<file path="config.mk">
export PLATFORM = sky130hd
export DESIGN_NAME = toff_mux_rr
export DESIGN_NICKNAME = d
export VERILOG_FILES = /design/src/rtl/toff_mux_rr.sv
export SDC_FILE = /design/constraint.sdc
export NUM_CORES = 1
export LEC_CHECK = 0
export BUFFER_PORTS_ARGS = -buffer_cell sky130_fd_sc_hd__clkbuf_2
export CAP_MARGIN = 20
export CORE_UTILIZATION = 40
export CTS_BUF_LIST = sky130_fd_sc_hd__clkbuf_8
export DETAILED_ROUTE_END_ITERATION = 8
export PLACE_DENSITY = 0.68
export SETUP_SLACK_MARGIN = 0.3
export SYNTH_ARGS = -nofsm -noshare
export SYNTH_HDL_FRONTEND = slang
export SYNTH_SLANG_ARGS = --single-unit
</file>
<file path="constraint.sdc">
create_clock -name clk -period 4.34 [get_ports clk]
set_input_delay 0 -clock clk [delete_from_list [all_inputs] [get_ports clk]]
set_output_delay 0 -clock clk [all_outputs]
set_load 0.01 [all_outputs]
</file>
<file path="src/rtl/toff_mux_rr.sv">
// N-channel, W-bit registered mux over a Toffoli 2:1 cell tree, fixed or round-robin select.
// Optional even-parity output register enabled by TOFF_MUX_RR_PARITY_EN.

module toff_mux (
   input  logic S,
   input  logic a0,
   input  logic a1,
   output logic Y
);
   // Toffoli form: target a0 toggled by S AND (a0 ^ a1)
   assign Y = a0 ^ (S & (a0 ^ a1));
endmodule

module toff_mux_rr #(
   parameter int unsigned W  = 8,
   parameter int unsigned N  = 4,
   parameter int unsigned SW = $clog2(N)
) (
   input  logic            clk,
   input  logic            rst,
   input  logic            mode,
   input  logic [SW-1:0]   sel,
   input  logic [N*W-1:0]  in_data,
   input  logic [N-1:0]    in_valid,
   output logic [N-1:0]    in_ready,
   output logic [W-1:0]    out_data,
   output logic [SW-1:0]   out_sel,
   output logic            out_valid,
`ifdef TOFF_MUX_RR_PARITY_EN
   output logic            out_par,
`endif
   input  logic            out_ready
);

   logic [SW-1:0] rr_ptr;
   logic [SW-1:0] grant;
   logic [SW-1:0] scan_idx;
   logic          grant_vld;
   logic          load_en;
   logic          xfer;
   logic [W-1:0]  tree_out;

   assign load_en = !out_valid || out_ready;
   assign xfer    = grant_vld && load_en && !rst;

   // Arbitration: fixed select, or first valid channel scanning up from rr_ptr
   always_comb begin
      grant     = sel;
      grant_vld = 1'b0;
      scan_idx  = '0;
      if (!mode) begin
         grant     = sel;
         grant_vld = in_valid[sel];
      end else begin
         for (int k = 0; k < int'(N); k++) begin
            scan_idx = rr_ptr + SW'(k);
            if (!grant_vld && in_valid[scan_idx]) begin
               grant     = scan_idx;
               grant_vld = 1'b1;
            end
         end
      end
   end

   always_comb begin
      in_ready = '0;
      if (xfer) begin
         in_ready[grant] = 1'b1;
      end
   end

   // Heap-ordered tree: node 1 is the root, leaves N..2N-1 are channels 0..N-1
   logic [W-1:0] node [1:2*N-1];

   for (genvar i = 0; i < int'(N); i++) begin : g_leaf
      assign node[N+i] = in_data[i*W +: W];
   end

   // Depth d node switches on grant bit SW-1-d, so the leaf level uses the LSB
   for (genvar n = 1; n < int'(N); n++) begin : g_node
      localparam int unsigned LB = SW - $clog2(n + 1);
      for (genvar b = 0; b < int'(W); b++) begin : g_bit
         toff_mux u_cell (
            .S  (grant[LB]),
            .a0 (node[2*n][b]),
            .a1 (node[2*n+1][b]),
            .Y  (node[n][b])
         );
      end
   end

   assign tree_out = node[1];

   always_ff @(posedge clk) begin
      if (rst) begin
         out_valid <= 1'b0;
         out_data  <= '0;
         out_sel   <= '0;
         rr_ptr    <= '0;
      end else if (xfer) begin
         out_valid <= 1'b1;
         out_data  <= tree_out;
         out_sel   <= grant;
         rr_ptr    <= SW'(grant + SW'(1));
      end else if (out_ready) begin
         out_valid <= 1'b0;
      end
   end

`ifdef TOFF_MUX_RR_PARITY_EN
   always_ff @(posedge clk) begin
      if (rst) begin
         out_par <= 1'b0;
      end else if (xfer) begin
         out_par <= ^tree_out;
      end
   end
`endif

endmodule

</file>
==> results of run 1 <==
## state kept, by name (all words and copies together) (netlist names)
name and count:
out_data 8, out_valid 1, rr_ptr 2, out_sel 2
## cell type report
cell class,instances,area (sq um)
fill,337,1499
multi-input combinational,140,1002
timing repair buffer,56,280.3
sequential,13,260.3
tap,44,55.05
clock buffer,3,41.29
inverter,3,11.26
clock inverter,1,3.754
## routing by layer
metal  up-vias  share of wire [%]  track usage, %
met5         -                  0               0
li1        743                  -               -
met4         0               0.72           3.896
met2        43                 42           25.59
met3         2                3.8           1.493
met1       667                 54           34.20
## cells by family (layout without fill, tap and decap cells)
logic type	after synthesis	in the layout	synth area share [%]
AND/OR/NAND/NOR	84	84	36.12
AO/OA/AOI/OAI	52	52	32.03
buffers and inverters	20	63	8.189
flip-flops	13	13	18.93
multiplexers	3	3	4.003
adder cells (fa/ha/maj)	1	1	0.7280
## worst max path at each step
stage / depth (start not counted) / start / to
2_1_floorplan: 9 / rr_ptr[1] / out_data[6]
6_report: 7 / rr_ptr[0] / in_ready[0]
3_5_place_dp: 7 / rr_ptr[0] / out_data[4]
3_3_place_gp: 7 / rr_ptr[0] / out_data[4]
5_1_grt: 7 / rr_ptr[1] / in_ready[1]
4_1_cts: 7 / rr_ptr[0] / in_ready[1]
## synthesized netlist by cell type, drive strengths merged (2+ instances only)
library cell,instances,area [sq um]
a211o,2,17.52
nand2b,5,31.28
a311oi,2,23.77
a21oi,6,30.03
or2,2,12.51
inv,3,11.26
nor2,10,37.54
nor3,6,30.03
dfxtp,13,260.3
nor4b,2,17.52
nand2,4,15.01
o21ai,19,102.6
o31ai,8,100.1
or2b,2,15.01
nand3,18,90.09
and2,3,21.27
buf,13,82.57
nand3b,9,67.56
clkbuf,4,18.77
mux4,2,45.04
and3,17,106.4
o21a,2,15.01
## cells in the final DEF, fill, tap and decap left out, types with 2 or more instances in the layout
master and n:
or2b_1 2, inv_1 4, clkbuf_8 3, nor3_1 6, o31ai_2 8, nor2_1 10
nand3b_1 9, and3_1 17, nor4b_1 2, a21oi_1 6, nand3_1 18, or2_2 2
nand2_1 4, nand2b_1 5, clkbuf_2 56, dfxtp_1 13, o21ai_0 17, a211o_1 2
o21a_1 2, and2_1 2, o21ai_2 2, mux4_2 2
## where the power goes
part | internal [mW] | leakage (nW) | switching, mW | total, mW
Sequential | 0.138 | 0.108 | 0.0168 | 0.154
Combinational | 0.0907 | 0.609 | 0.110 | 0.200
Clock | 0.0622 | 0.0269 | 0.0411 | 0.103
## stage by stage
stage                     hold slack [ns]  cell area (sq um)  worst slack, ns  instances  util [%]
final                              0.1048               1654            1.459        260     52.46
after global routing               0.1370               1654            1.236        260     52.46
after CTS                          0.1153               1654            1.461        260     52.46
after detailed placement           0.3524               1609            1.701        256     51.03
after global placement             0.3585               1609            1.685        256     51.03
after floorplan                    0.1993               1375            2.280        173         -
==> flow_metrics.tcl, run 1 <==
set metrics [dict create \
    reg2reg_to "out_data[4]" \
    synthFlopType "dfxtp_1" \
    drt-total-wl_microns 3636 \
    r2r_start "rr_ptr[0]" \
    cts_setup_buffers 0 \
    drc 0 \
    synth-seq-cells 13 \
    grt_pass1_vias 1129 \
    die_x_microns 60.63 \
    r2r_setup_slack_ns 1.68 \
    cts.reportedPaths.clkPinSlew_ns 0.05 \
    critPathBufInv 1 \
    dieArea_sq_mm 0.003676 \
    clock_latency_ns 0.24 \
    ir_drop_mv 0.08961 \
    antennaDiodeCount 0 \
    gp_congestion 0.8172 \
    grt_pass1_wl_microns 5547 \
    clock_skew_ns 0.004636 \
    nNetsFinal 259 \
    vias_per_cell 5.596 \
    drive_above_1_share_pct 37.96 \
    cp_top_family "simple AND/OR/NAND/NOR gates" \
    drt-initial-drc-count 91 \
    hold_depth 2 \
    min_period_over_period_pct 66.38 \
    gr-total-overflow 0 \
    maxCapViolCount 0 \
    syn_area_sq_mm 0.001375 \
    period_needed_ns 2.881 \
    std_cell_rows 20 \
    ios 57 \
    hold_start "rst" \
    power.density_mw_per_mm2 276.8 \
    setup_violations 0 \
    coreArea_sq_mm 0.003153 \
    synth_cell_types 49 \
    portBuffers 56 \
    crit_arrival_ns 2.88 \
    tritoncts.num_buffers 3 \
    firstDrtPassIters 4 \
    max_stage_delay_ns 0.67 \
    cts_tree "yes" \
    die_h_microns 60.63 \
    status "finished clean" \
    track_usage_pct 19.77 \
    synth_edf_count 0 \
    rsz0062_at_grt "false" \
    vias 1455 \
    clock_path_buffers 2 \
    synthesis.nets 215 \
    p_leak_nw 0.7436 \
    finalPower_uw 457.8 \
    antenna_found_initial 0 \
    fmax_mhz 347.1 \
    netlist_instances 173 \
    drv_slew 0 \
    ys_async_sr_fraction_pct 0 \
    avgRoutedWirePerCell_microns 13.98 \
    htree_num_levels 1 \
    cts.sinks 13 \
    path_cells "and4bb_2 > a22oi_2 > and2_4 > a2bb2oi_2 > nand2_1 > nor3_1 > clkbuf_2" \
    syn_avg_cell_area_sq_um 7.948 \
    seq_area_frac_synth_pct 18.93 \
    initial_core_util_pct 43.61 \
    rr_worst_depth 7 \
    cts_hold_buf 0 \
    syn_to_final_growth_pct 20.29 \
    critical_path.max_fanout 18 \
    tightestPinTransition_ns 0.8961 \
    slew_headroom_pct 40.26 \
    grt_max_degree 24 \
    crit_path_top_delay_cell "dfxtp_1" \
    finalSetupTns_ns 0 \
    hold_viol 0 \
    cts_root_buf "clkbuf_8" \
    cts-resized-gates 0 \
    drtAntennaViolNets 0 \
    ys_warn_count 0 \
    start_kind "register" \
    end_kind "output pin" \
    min_path_type "in -> reg" \
    required_ns 4.34 \
    hold_end "rr_ptr[1]" \
    dpl.hpwl_microns 2651 \
    crit_type "reg -> out" \
]
No activity file was read; power rests on OpenSTA's default activity.
==> inputs of run 2 (changes only) <==
PLACE_DENSITY = 0.71   (was 0.68)
clock period = 2.35 ns   (was 4.34 ns; I/O delays follow)
==> flow_metrics.tcl, run 2 (synthesis gave the netlist of run 1 again) <==
set metrics [dict create \
    slew_headroom_pct 69.48 \
    period_needed_ns 2.299 \
    antenna_found_initial 0 \
    drv_slew 0 \
    top_register "out_data" \
    fmax_mhz 434.9 \
    grt_pass1_wl_microns 6844 \
    syn_to_final_growth_pct 53.50 \
    largestRegisters "out_data: 8 flops, out_sel: 2 flops, rr_ptr: 2 flops" \
    required_ns 2.50 \
    maxCapViolCount 0 \
    rr_worst_depth 7 \
    fin_util_pct 66.94 \
    hold_viol 0 \
    drive_above_1_share_pct 52.87 \
    multiInputGateArea_sq_mm 0.001132 \
    die_x_microns 60.63 \
    gp_congestion 0.8464 \
    p_comb_share_pct 54.0 \
    antennaDiodeCount 0 \
    track_usage_pct 24.83 \
    cts.sinks 13 \
    firstDrtPassIters 5 \
    min_path_type "in -> reg" \
    register_area_sq_um 267.8 \
    final_cell_mix "54 x clkbuf_2, 19 x buf_4, 18 x nand3_1, 15 x o21ai_0, 13 x and3_1" \
    nNetsFinal 287 \
    start_kind "register" \
    drt-initial-drc-count 158 \
    finalSetupTns_ns 0 \
    clock_latency_ns 0.24 \
    drc 0 \
    gr-total-overflow 0 \
    finalPower_mw 1.034 \
    cts.reportedPaths.clkPinSlew_ns 0.06 \
    largest_reg_flops 8 \
    initial_core_util_pct 43.61 \
    vias 1711 \
    htree_num_levels 1 \
    r2r_start "rr_ptr[1]" \
    p_sw_share_pct 36.82 \
    tightestPinTransition_ns 0.4562 \
    cts_tree "yes" \
    crit_type "reg -> reg" \
    clock_skew_ns 0.005610 \
    ir_drop_mv 0.2015 \
    grt_pass1_vias 1431 \
    rsz0062_at_grt "true" \
    fill_cells 269 \
    crit_arrival_ns 2.45 \
    power.density_mw_per_mm2 490.1 \
    intPower_uw 653.5 \
    die_h_microns 60.63 \
    reg2reg_to "out_data[1]" \
    min_period_over_period_pct 97.85 \
    clock_path_buffers 2 \
    power_switching_uw 380.9 \
    status "finished clean" \
    cts_root_buf "clkbuf_8" \
    clkPwrFrac_pct 19.0 \
    endpoint "out_data[1]" \
    drtAntennaViolNets 0 \
    r2r_setup_slack_ns 0.05 \
    dpl.hpwl_microns 2822 \
    critical_path.max_fanout 9 \
    vias_per_cell 5.941 \
    portBuffers 56 \
    std_cell_rows 20 \
    setup_violations 0 \
    grt_max_degree 22 \
    ios 57 \
    end_kind "register" \
    pwr-share-seq_pct 27.0 \
    avgRoutedWirePerCell_microns 16.49 \
    coreArea_sq_mm 0.003153 \
    p_leak_nw 0.9361 \
    drt-total-wl_microns 4748 \
    mostFrequentLayoutCell "clkbuf_2" \
    tritoncts.num_buffers 3 \
    cp-startpoint "rr_ptr[1]" \
    dieArea_sq_mm 0.003676 \
]
-- run 2: cell types whose count changed in the layout (fill, tap and decap cells not counted), sizes merged --
cell | before | now
clkbuf | 59 | 57
buf | 0 | 30
-- run 2: worst max-delay path, stage by stage (launching register included) --
cell and delay (ns):
dfxtp_4 0.36, or3b_1 0.38, a211o_1 0.30, and2_4 0.18, a311o_2 0.44, buf_6 0.16
and3_1 0.16, o31ai_2 0.22
-- run 2: power groups by stage --
stage          clock network, mW  registers [mW]  logic, mW
2_1_floorplan                  0           0.287      0.275
3_3_place_gp                   0           0.282      0.415
3_5_place_dp                   0           0.283      0.419
4_1_cts                    0.195           0.276      0.519
5_1_grt                    0.209           0.282      0.598
6_report                   0.196           0.279      0.559
-- run 2: layout make-up --
class                           count  area share, %
Tap cell                           44          2.608
Inverter                            3         0.5335
Clock inverter                      1         0.1778
Clock buffer                        3          1.956
Sequential cell                    13          12.69
Timing Repair Buffer               84          28.39
Multi-Input combinational cell    140          53.65
-- run 2: worst min-delay path by stage --
| stage | start | endpoint | cells past startpoint |
|---|---|---|---|
| finish | rst | rr_ptr[1] | 2 |
| global route | rst | rr_ptr[1] | 2 |
| global placement | rst | rr_ptr[1] | 2 |
| CTS | rst | rr_ptr[1] | 2 |
| floorplan | rst | out_data[0] | 2 |
| detailed placement | rst | rr_ptr[1] | 2 |
-- run 2: what timing repair did --
action,in CTS,in global routing
pin swaps,12,6
resized for setup,21,15
setup endpoints to repair,16,15
hold buffers,0,0
gates cloned,1,0
setup buffers,16,3
-- run 2: through the flow --
stage                     area, sq um  cells  hold slack [ns]  setup slack [ns]
final                            2111    288           0.1103           0.05053
after global placement           1707    264           0.3537           0.02802
after detailed placement         1707    264           0.3416          0.002251
after CTS                        2013    285          0.08134            0.1669
after floorplan                  1381    173           0.1993            0.3052
after global routing             2111    288           0.1104          0.006001
-- run 2: routing by layer --
layer,global-route usage (%),up-vias,share of wire (%)
met5,0,-,0
met2,41.29,95,49
li1,-,806,-
met3,3.198,9,6.8
met1,34.32,801,43
met4,5.519,0,1.2
